File: config.mk
export PLATFORM = sky130hd
export DESIGN_NAME = slow_unpacker_flat
export DESIGN_NICKNAME = d
export VERILOG_FILES = /design/src/rtl/slow_link_pkg.sv /design/src/rtl/slow_unpacker_if.sv /design/src/rtl/slow_sw_sync.sv /design/src/rtl/slow_unpacker.sv /design/src/flat_wrapper.sv
export SDC_FILE = /design/constraint.sdc
export NUM_CORES = 1
export LEC_CHECK = 0
export BUFFER_PORTS_ARGS = -buffer_cell sky130_fd_sc_hd__buf_2
export CELL_PAD_IN_SITES_DETAIL_PLACEMENT = 2
export CELL_PAD_IN_SITES_GLOBAL_PLACEMENT = 2
export CORE_MARGIN = 1.5
export CORE_UTILIZATION = 33
export CTS_BUF_LIST = sky130_fd_sc_hd__clkbuf_16
export CTS_CLUSTER_DIAMETER = 120
export CTS_CLUSTER_SIZE = 8
export DETAILED_ROUTE_END_ITERATION = 10
export PLACE_DENSITY = 0.88
export SYNTH_ARGS = -nofsm -noshare
export SYNTH_HDL_FRONTEND = slang
export SYNTH_SLANG_ARGS = --single-unit
File: constraint.sdc
create_clock -name clk -period 2.62 [get_ports clk]
set_input_delay 0.131 -clock clk [delete_from_list [all_inputs] [get_ports clk]]
set_output_delay 0.131 -clock clk [all_outputs]
set_load 0.005 [all_outputs]
File: src/rtl/slow_link_pkg.sv
// Shared definitions for the slow-channel packer and unpacker.
// Holds the frame geometry, the FSM state encoding and the layout of the
// 12-bit orbital word (flag bits 11 and 0 around a 10-bit payload in 10:1).
package slow_link_pkg;

    localparam int FRAME_LEN = 18;
    localparam int IDX_W     = $clog2(FRAME_LEN);

    localparam logic [IDX_W-1:0] PAYLOAD_LO_IDX = IDX_W'(16);
    localparam logic [IDX_W-1:0] PAYLOAD_HI_IDX = IDX_W'(17);

    localparam int WORD_W      = 12;
    localparam int PAYLOAD_W   = 10;
    localparam int FLAG_HI_BIT = 11;
    localparam int FLAG_LO_BIT = 0;

    typedef enum logic [2:0] {
        ST_IDLE    = 3'd0,
        ST_FETCH   = 3'd1,
        ST_WAITRD  = 3'd2,
        ST_LATCH   = 3'd3,
        ST_SEND_HI = 3'd4,
        ST_SEND_LO = 3'd5,
        ST_DONE    = 3'd6
    } slow_state_e;

    // A word is malformed when either framing flag is set.
    function automatic logic word_fmt_err(input logic [WORD_W-1:0] w);
        return w[FLAG_HI_BIT] | w[FLAG_LO_BIT];
    endfunction

    function automatic logic [PAYLOAD_W-1:0] word_payload(input logic [WORD_W-1:0] w);
        return w[PAYLOAD_W:1];
    endfunction

endpackage

File: src/rtl/slow_unpacker_if.sv
// Bus bundle between the orbit RAM read port / slow-frame byte link and the
// unpacker.
//   req, iWord           : into the unpacker (frame request, RAM read data)
//   rdAddr, RE           : RAM read address and one-cycle read enable
//   oData, strob         : frame byte and its strobe
//   busy, frmDone,
//   fmtErr, test         : status pulses / levels
// master = unpacker side, slave = RAM/link/environment side.
interface slow_unpacker_if
    import slow_link_pkg::*;
#(
    parameter int ADDR_W = 11
);
    logic              req;
    logic [WORD_W-1:0] iWord;
    logic [ADDR_W-1:0] rdAddr;
    logic              RE;
    logic [7:0]        oData;
    logic              strob;
    logic              busy;
    logic              frmDone;
    logic              fmtErr;
    logic              test;

    modport master (
        input  req, iWord,
        output rdAddr, RE, oData, strob, busy, frmDone, fmtErr, test
    );

    modport slave (
        output req, iWord,
        input  rdAddr, RE, oData, strob, busy, frmDone, fmtErr, test
    );
endinterface

File: src/rtl/slow_sw_sync.sv
// Two-flop synchroniser for the asynchronous bank-switch input followed by an
// edge detector. Emits a registered one-cycle pulse on every synchronised
// edge (either direction), three clocks after the input changes.
//   clk, rst : clock, synchronous active-high reset
//   async_i  : raw SW input
//   pulse_o  : one-cycle edge pulse
module slow_sw_sync (
    input  logic clk,
    input  logic rst,
    input  logic async_i,
    output logic pulse_o
);
    logic sync1_q;
    logic sync2_q;
    logic old_q;
    logic pulse_q;

    always_ff @(posedge clk) begin
        if (rst) begin
            sync1_q <= 1'b0;
            sync2_q <= 1'b0;
            old_q   <= 1'b0;
            pulse_q <= 1'b0;
        end else begin
            sync1_q <= async_i;
            sync2_q <= sync1_q;
            old_q   <= sync2_q;
            pulse_q <= sync2_q ^ old_q;
        end
    end

    assign pulse_o = pulse_q;
endmodule

File: src/rtl/slow_unpacker.sv
// Fetches 12-bit orbital words from the orbit RAM and re-emits each as an
// 18-byte strobed slow frame: 16 filler bytes, then payload[7:0], then
// {6'b0, payload[9:8]}. A synchronised SW edge restarts the bank at
// START_ADDR and aborts any frame in flight.
//   clk, rst : clock, synchronous active-high reset
//   SW       : asynchronous bank switch
//   bus      : RAM read port, byte link and status (see slow_unpacker_if)
//
// state      | meaning
// -----------+-------------------------------------------------
// ST_IDLE    | waiting for req
// ST_FETCH   | RE pulse, rdAddr = address pointer
// ST_WAITRD  | RAM read latency
// ST_LATCH   | capture iWord, flag check, byte index cleared
// ST_SEND_HI | current byte on oData, strob high STROB_HI cycles
// ST_SEND_LO | strob low STROB_LO cycles, then next byte or done
// ST_DONE    | frmDone pulse, pointer advance with wrap
module slow_unpacker
    import slow_link_pkg::*;
#(
    parameter int                ADDR_W     = 11,
    parameter logic [ADDR_W-1:0] START_ADDR = 11'd1,
    parameter logic [ADDR_W-1:0] LAST_ADDR  = 11'd2047,
    parameter int                STROB_HI   = 4,
    parameter int                STROB_LO   = 4,
    parameter logic [7:0]        FILL       = 8'h00
) (
    input  logic             clk,
    input  logic             rst,
    input  logic             SW,
    slow_unpacker_if.master  bus
);
    slow_state_e          state_q, state_d;
    logic [ADDR_W-1:0]    addr_ptr_q, addr_ptr_d;
    logic [PAYLOAD_W-1:0] payload_q, payload_d;
    logic [IDX_W-1:0]     byte_idx_q, byte_idx_d;
    logic [7:0]           cnt_q, cnt_d;
    logic [7:0]           data_q, data_d;
    logic                 sw_pulse;

    slow_sw_sync u_sw_sync (
        .clk     (clk),
        .rst     (rst),
        .async_i (SW),
        .pulse_o (sw_pulse)
    );

    function automatic logic [7:0] frame_byte(input logic [IDX_W-1:0]     idx,
                                              input logic [PAYLOAD_W-1:0] pl);
        if (idx == PAYLOAD_LO_IDX)      return pl[7:0];
        else if (idx == PAYLOAD_HI_IDX) return {6'b0, pl[9:8]};
        else                            return FILL;
    endfunction

    always_ff @(posedge clk) begin
        if (rst) begin
            state_q    <= ST_IDLE;
            addr_ptr_q <= START_ADDR;
            payload_q  <= '0;
            byte_idx_q <= '0;
            cnt_q      <= '0;
            data_q     <= '0;
        end else begin
            state_q    <= state_d;
            addr_ptr_q <= addr_ptr_d;
            payload_q  <= payload_d;
            byte_idx_q <= byte_idx_d;
            cnt_q      <= cnt_d;
            data_q     <= data_d;
        end
    end

    always_comb begin
        state_d = state_q;
        unique case (state_q)
            ST_IDLE:    if (bus.req) state_d = ST_FETCH;
            ST_FETCH:   state_d = ST_WAITRD;
            ST_WAITRD:  state_d = ST_LATCH;
            ST_LATCH:   state_d = ST_SEND_HI;
            ST_SEND_HI: if (cnt_q == 8'd0) state_d = ST_SEND_LO;
            ST_SEND_LO: begin
                if (cnt_q == 8'd0)
                    state_d = (byte_idx_q == PAYLOAD_HI_IDX) ? ST_DONE : ST_SEND_HI;
            end
            ST_DONE:    state_d = ST_IDLE;
            default:    state_d = ST_IDLE;
        endcase
        // A bank restart wins over every other transition.
        if (sw_pulse) state_d = ST_IDLE;
    end

    always_comb begin
        addr_ptr_d = addr_ptr_q;
        payload_d  = payload_q;
        byte_idx_d = byte_idx_q;
        cnt_d      = (cnt_q != 8'd0) ? cnt_q - 8'd1 : cnt_q;
        data_d     = data_q;

        unique case (state_q)
            ST_LATCH: begin
                payload_d  = word_payload(bus.iWord);
                byte_idx_d = '0;
            end
            ST_SEND_LO: begin
                if (cnt_q == 8'd0 && byte_idx_q != PAYLOAD_HI_IDX)
                    byte_idx_d = byte_idx_q + IDX_W'(1);
            end
            ST_DONE: begin
                addr_ptr_d = (addr_ptr_q == LAST_ADDR) ? START_ADDR
                                                       : addr_ptr_q + ADDR_W'(1);
            end
            default: ;
        endcase

        // oData only moves on entry to the high phase, so it is stable for
        // the whole byte period seen by the link.
        if (state_d == ST_SEND_HI && state_q != ST_SEND_HI) begin
            cnt_d  = 8'(STROB_HI - 1);
            data_d = frame_byte(byte_idx_d, payload_d);
        end
        if (state_d == ST_SEND_LO && state_q != ST_SEND_LO)
            cnt_d = 8'(STROB_LO - 1);

        if (sw_pulse) begin
            addr_ptr_d = START_ADDR;
            byte_idx_d = '0;
        end
    end

    always_comb begin
        bus.RE      = (state_q == ST_FETCH);
        bus.rdAddr  = (state_q == ST_FETCH) ? addr_ptr_q : '0;
        bus.strob   = (state_q == ST_SEND_HI);
        bus.busy    = (state_q != ST_IDLE);
        bus.frmDone = (state_q == ST_DONE) && !sw_pulse;
        bus.fmtErr  = (state_q == ST_LATCH) && word_fmt_err(bus.iWord);
        bus.test    = sw_pulse;
        bus.oData   = data_q;
    end
endmodule

File: src/flat_wrapper.sv
// flat-port wrapper written by rule: the top's interface ports become plain ports
module slow_unpacker_flat import slow_link_pkg::*;
#(
    parameter int                ADDR_W     = 11,
    parameter logic [ADDR_W-1:0] START_ADDR = 11'd1,
    parameter logic [ADDR_W-1:0] LAST_ADDR  = 11'd2047,
    parameter int                STROB_HI   = 4,
    parameter int                STROB_LO   = 4,
    parameter logic [7:0]        FILL       = 8'h00
)
  (clk, rst, SW, bus_req, bus_iWord, bus_rdAddr, bus_RE, bus_oData, bus_strob, bus_busy, bus_frmDone, bus_fmtErr, bus_test);
  slow_unpacker_if #(.ADDR_W(ADDR_W)) bus_i ();
  input  logic clk;
  input  logic rst;
  input  logic SW;
  input wire logic [$bits(bus_i.req)-1:0] bus_req;
  input wire logic [$bits(bus_i.iWord)-1:0] bus_iWord;
  output wire logic [$bits(bus_i.rdAddr)-1:0] bus_rdAddr;
  output wire logic [$bits(bus_i.RE)-1:0] bus_RE;
  output wire logic [$bits(bus_i.oData)-1:0] bus_oData;
  output wire logic [$bits(bus_i.strob)-1:0] bus_strob;
  output wire logic [$bits(bus_i.busy)-1:0] bus_busy;
  output wire logic [$bits(bus_i.frmDone)-1:0] bus_frmDone;
  output wire logic [$bits(bus_i.fmtErr)-1:0] bus_fmtErr;
  output wire logic [$bits(bus_i.test)-1:0] bus_test;
  assign bus_i.req = bus_req;
  assign bus_i.iWord = bus_iWord;
  assign bus_rdAddr = bus_i.rdAddr;
  assign bus_RE = bus_i.RE;
  assign bus_oData = bus_i.oData;
  assign bus_strob = bus_i.strob;
  assign bus_busy = bus_i.busy;
  assign bus_frmDone = bus_i.frmDone;
  assign bus_fmtErr = bus_i.fmtErr;
  assign bus_test = bus_i.test;
  slow_unpacker #(.ADDR_W(ADDR_W), .START_ADDR(START_ADDR), .LAST_ADDR(LAST_ADDR), .STROB_HI(STROB_HI), .STROB_LO(STROB_LO), .FILL(FILL)) u_core (.clk(clk), .rst(rst), .SW(SW), .bus(bus_i));
endmodule
==> results of run 1 <==
==> logic make-up after synthesis <==
group | after synthesis | share of synthesized area (%)
simple gates | 133 | 30.5
compound gates | 49 | 13.5
flops | 49 | 40.9
buf+inv | 31 | 4.90
xor+xnor | 13 | 4.74
mux | 7 | 3.39
fa+ha+maj | 4 | 2.08
==> Yosys cell counts (all sizes together) (2+ instances only) <==
master and number:
dfxtp 49, nand2 39, nor2 29, inv 17
a21oi 16, clkbuf 13, and2 11, xnor2 9
o21ai 8, a21o 7, mux2 6, nand3 6
nand3b 6, nor2b 6, o32ai 6, nand4 5
or3 5, ha 4, nand2b 4, nor3 4
nor4 4, xor2 4, nor4b 3, o21bai 3
o31ai 3, and3b 2, nand4b 2, o2111ai 2
o211a 2
==> layer usage <==
layer / share of wire, % / GRT usage (%) / vias up
met5: 0 / 0 / -
li1: - / - / 1061
met4: 0.80 / 6.11 / 0
met3: 3.2 / 3.17 / 6
met2: 53 / 35.4 / 42
met1: 43 / 22.3 / 1073
==> where the power goes <==
group / total, mW / switching (mW) / leakage, nW / internal, mW
Combinational: 0.504 / 0.281 / 0.668 / 0.223
Sequential: 0.887 / 0.0824 / 0.397 / 0.805
Clock: 0.742 / 0.290 / 0.0842 / 0.452
Total: 2.13 / 0.653 / 1.15 / 1.48
==> cell type report <==
| class | instances | share of cell area [%] |
|---|---|---|
| multi-input cells | 206 | 45.1 |
| flip-flops and latches | 49 | 33.8 |
| repair buffers | 48 | 8.97 |
| clock buffers | 5 | 4.31 |
| well taps | 96 | 4.14 |
| inverters | 17 | 2.20 |
| clock inverters | 3 | 1.51 |
==> registers in the layout, summed over array words and instances, names as in the netlist <==
name and flops:
u_core.addr_ptr_q 11, u_core.bus.oData 8, u_core.byte_idx_q 5, u_core.cnt_q 8, u_core.payload_q 10, u_core.state_q 3
u_core.u_sw_sync.old_q 1, u_core.u_sw_sync.pulse_o 1, u_core.u_sw_sync.sync1_q 1, u_core.u_sw_sync.sync2_q 1
==> final timing paths <==
path / start / endpoint / slack (ns)
hold / removal: SW / u_core.u_sw_sync.sync1_q / 0.05
hold reg to reg: u_core.u_sw_sync.sync1_q / u_core.u_sw_sync.sync2_q / 0.45
setup / recovery: u_core.cnt_q[0] / u_core.bus.oData[1] / 0.18
setup reg to reg: u_core.cnt_q[0] / u_core.bus.oData[1] / 0.18
==> repair_timing <==
action / CTS / global route
setup endpoints to repair: 0 / 8
resized for setup: 0 / 2
setup buffers: 0 / 1
hold buffers: 0 / 0
==> impl_metrics.py, run 1 <==
metrics = {
    "flow_run": {
        "drv_cap": 0,
    },
    "yosys": {
        "ys_ff_latch": 49,
        "synthDistinctLibCells": 45,
        "yosysTopAreaCell": "dfxtp_1",
        "syn-cell-area_sq_mm": 0.00240,
        "synthFlopType": "dfxtp_1",
        "ys_async_sr_fraction_pct": 0,
        "synthCells": 286,
        "ys.warnings.count": 0,
        "synth_top_cell_area_share_pct": 40.9,
        "synth_edf_count": 0,
        "syn_nets": 306,
        "seq_area_frac_synth_pct": 40.9,
        "avgSynthCellArea_sq_um": 8.40,
        "synth_area_leaders": "dfxtp_1 (41%), nand2_1 (6.1%), nor2_1 (4.5%)",
    },
    "routing": {
        "via_per_inst": 5.15,
        "drtPass1Iterations": 4,
        "wl_mm": 6.85,
        "vias": 2182,
        "wl_per_cell_um": 16.1,
        "first_iter_violations": 67,
        "remaining_drc_errors": 0,
        "antenna_left": 0,
    },
    "critical_path": {
        "cp-end-kind": "flip-flop",
        "crit_chain": "inv_1, ha_2, or4b_4, nor4_4, buf_4, mux2_2, o211a_1, o31ai_1",
        "critPathRequiredTime_ns": 2.82,
        "crit_type": "reg -> reg",
        "r2r_cells": 8,
        "crit_path_max_fanout": 7,
        "cp_top_family": "simple AND/OR/NAND/NOR gates",
        "slowest_delay_ns": 0.53,
        "worst_setup_path_start_kind": "flip-flop",
        "crit_buf_inv": 2,
        "cp.depth": 8,
        "crit_slowest_cell": "or4b_4",
        "cp.arrival_ns": 2.65,
    },
    "pwr": {
        "leakage_nw": 1.15,
        "powerDensity_mw_per_mm2": 735,
        "power_mw": 2.13,
        "ir_drop_uv": 266,
    },
    "finish": {
        "seq_area_sq_um": 981,
        "fin_util_pct": 42.0,
        "final_cell_mix": "dfxtp_1 (49), buf_2 (40), nand2_1 (39), nor2_1 (29), inv_1 (17)",
        "final_nets": 347,
        "syn2layout_area_growth_pct": 20.9,
        "layout-drive-gt1-share_pct": 21.0,
        "design_area_sq_mm": 0.00290,
        "diodes": 0,
        "nFillCells": 827,
        "layout_commonest_cell": "dfxtp_1",
        "final_cells": 424,
        "multi_input_comb_area_sq_mm": 0.00131,
    },
    "floorplan": {
        "pin_count": 41,
        "die_h_um": 88.3,
        "die_w_um": 88.3,
        "fp-row-count": 30,
        "coreArea_sq_mm": 0.00691,
        "start_util_pct": 34.8,
        "dieArea_sq_mm": 0.00780,
    },
    "global_routing": {
        "grt_use_total_pct": 19.1,
        "grt_pass1_wl_mm": 11.6,
        "antenna_found_initial": 0,
        "grt-ovfl-total": 0,
        "grt_pass1_vias": 2373,
        "grt_max_degree": 23,
    },
    "timing": {
        "skew_ns": 0.0106,
        "finalWorstSetupSlack_ns": 0.175,
        "finalCritPeriodShare_pct": 93.3,
        "slew_violations": 0,
        "fin_tns_setup_ns": 0,
        "rsz0062_at_grt": "true",
        "hold_viol_final": 0,
        "holdWs_ns": 0.0515,
        "fmax_mhz": 409,
        "fin_crit_ns": 2.44,
        "slew_headroom_pct": 62.0,
        "tightest_slew_ns": 0.565,
        "setup_viol": 0,
    },
    "hold_path": {
        "min_path_cells": 2,
        "hold_path.class": "in -> reg",
    },
    "placement": {
        "post_dp_cell_area_sq_mm": 0.00272,
        "hpwlAfterDp_mm": 4.95,
        "gp_congestion": 0.767,
        "dp_worst_setup_slack_ns": 0.104,
        "dp.cells": 415,
        "numPortBuffers": 40,
    },
    "clock_network": {
        "clk_pin_slew_ns": 0.07,
        "clock_sinks": 49,
        "cts_max_path_buffers": 2,
        "htree_levels": 2,
        "cts-root-buf": "clkbuf_16",
        "cts_buffers": 5,
        "clock_latency_ns": 0.29,
        "cts_tree": "yes",
    },
    "status": {
        "outcome": "complete, no violations",
    },
}
(Power assumes the default switching activity.)
==> inputs of run 2 (changes only) <==
==> constraint.sdc (replaced) <==
create_clock -name clk -period 2.4 [get_ports clk]
set_input_delay 0.12 -clock clk [delete_from_list [all_inputs] [get_ports clk]]
set_output_delay 0.12 -clock clk [all_outputs]
set_load 0.005 [all_outputs]
==> impl_metrics.py, run 2 (synthesis results as in run 1) <==
metrics = {
    "status": {
        "outcome": "complete, no violations",
    },
    "hold_path": {
        "hold_path.class": "in -> reg",
        "hold_path.startpoint": "SW",
    },
    "pwr": {
        "p_seq_share_pct": 40.9,
        "p_sw_mw": 0.782,
        "pwr-share-clk_pct": 31.0,
        "ir_drop_uv": 324,
        "p_int_mw": 1.57,
        "powerDensity_mw_per_mm2": 789,
        "swShare_pct": 33.2,
        "leakage_nw": 1.19,
        "p_comb_share_pct": 28.1,
    },
    "critical_path": {
        "worstSetupStartpoint": "u_core.cnt_q[0]",
        "cp.arrival_ns": 2.53,
        "reg2reg_from": "u_core.cnt_q[0]",
        "crit_type": "reg -> reg",
        "crit_path_max_fanout": 4,
        "cp-end-kind": "flip-flop",
        "worst_setup_path_start_kind": "flip-flop",
        "critPathRequiredTime_ns": 2.57,
    },
    "finish": {
        "diodes": 0,
        "final_nets": 357,
        "syn2layout_area_growth_pct": 24.3,
        "fin_util_pct": 43.2,
        "layout-drive-gt1-share_pct": 25.4,
        "regMostFlops": "u_core.addr_ptr_q",
        "largestRegisters": "u_core.addr_ptr_q x11, u_core.payload_q x10",
        "final_cell_mix": "dfxtp_1 (47), buf_2 (40), nand2_1 (39), nor2_1 (29), buf_4 (18)",
        "nFillCells": 835,
        "layout_commonest_cell": "dfxtp_1",
        "final_cells": 434,
        "largest_reg_flops": 11,
    },
    "clock_network": {
        "cts_buffers": 5,
        "htree_levels": 2,
        "cts_tree": "yes",
        "clk_pin_slew_ns": 0.07,
        "cts_max_path_buffers": 2,
        "clock_latency_ns": 0.30,
        "cts-root-buf": "clkbuf_16",
        "clock_sinks": 49,
    },
    "routing": {
        "wl_per_cell_um": 17.1,
        "drtPass1Iterations": 4,
        "remaining_drc_errors": 0,
        "first_iter_violations": 59,
        "vias": 2238,
        "antenna_left": 0,
        "wl_mm": 7.42,
        "via_per_inst": 5.16,
    },
    "timing": {
        "fin_crit_ns": 2.36,
        "skew_ns": 0.00596,
        "tightest_slew_ns": 0.486,
        "hold_viol_final": 0,
        "finalWorstSetupSlack_ns": 0.0425,
        "rsz0062_at_grt": "true",
        "fmax_mhz": 424,
        "slew_violations": 0,
        "setup_viol": 0,
        "finalCritPeriodShare_pct": 98.2,
        "slew_headroom_pct": 66.8,
        "fin_tns_setup_ns": 0,
    },
    "global_routing": {
        "grt_pass1_vias": 2371,
        "antenna_found_initial": 0,
        "grt-ovfl-total": 0,
        "grt_max_degree": 23,
        "grt_use_total_pct": 20.0,
        "grt_pass1_wl_mm": 11.8,
    },
    "placement": {
        "dp_worst_setup_slack_ns": -0.197,
        "gp_congestion": 0.786,
        "dp.cells": 420,
        "numPortBuffers": 40,
        "hpwlAfterDp_mm": 5.20,
    },
    "floorplan": {
        "dieArea_sq_mm": 0.00780,
        "pin_count": 41,
        "coreArea_sq_mm": 0.00691,
        "die_w_um": 88.3,
        "fp-row-count": 30,
        "start_util_pct": 34.8,
        "die_h_um": 88.3,
    },
    "flow_run": {
        "drv_cap": 0,
    },
}
==> run 2: final timing paths <==
path,to,cells after the start,slack (ns)
hold reg to reg,u_core.u_sw_sync.sync2_q,1,0.45
setup reg to reg,u_core.cnt_q[6],8,0.04
setup / recovery,u_core.cnt_q[6],8,0.04
hold / removal,u_core.u_sw_sync.sync1_q,2,0.04
==> run 2: stage by stage <==
stage               total power, mW  instance area (sq um)  hold WS, ns
floorplan                      1.34                   2400        0.248
global placement               1.50                   2760        0.341
detailed placement             1.55                   2760        0.345
CTS                            2.35                   2970       0.0368
global route                   2.48                   2990       0.0426
finish                         2.35                   2990       0.0378
==> run 2: power groups by stage <==
stage                     Clock (mW)  Sequential [mW]  Combinational, mW
after global placement             0            0.968              0.537
after CTS                      0.749            0.959              0.645
final                          0.730            0.963              0.661
after global routing           0.781            0.974              0.721
after detailed placement           0            0.974              0.579
after floorplan                    0            0.950              0.391
==> run 2: layout make-up <==
class / count / area [sq um] / area share [%]
sequential: 49 / 983 / 32.9
clock buffer: 5 / 125 / 4.19
inverter: 17 / 63.8 / 2.14
tap: 96 / 120 / 4.02
timing repair buffer: 58 / 335 / 11.2
multi-input combinational: 206 / 1330 / 44.6
clock inverter: 3 / 26.3 / 0.880
==> run 2: routing by layer <==
metal	share of wire [%]	GRT usage, %	up-vias
met3	3.0	3.26	12
met2	52	38.9	47
met5	0	0	-
li1	-	-	1080
met1	43	22.2	1099
met4	1.6	5.68	0
==> run 2: critical path, cell delays in order, from the launching register on <==
cell	delay, ns
dfxtp_1	0.33
inv_2	0.07
ha_2	0.17
or4b_4	0.52
buf_4	0.18
a2111oi_0	0.48
o21bai_1	0.20
nand2b_1	0.20
a21oi_1	0.08
==> run 2: timing repair <==
item | 4_1_cts | 5_1_grt
setup buffers | 6 | 0
pin swaps | 2 | 2
gates resized for setup | 6 | 3
hold buffers | 0 | 0
setup endpoints to repair | 8 | 8
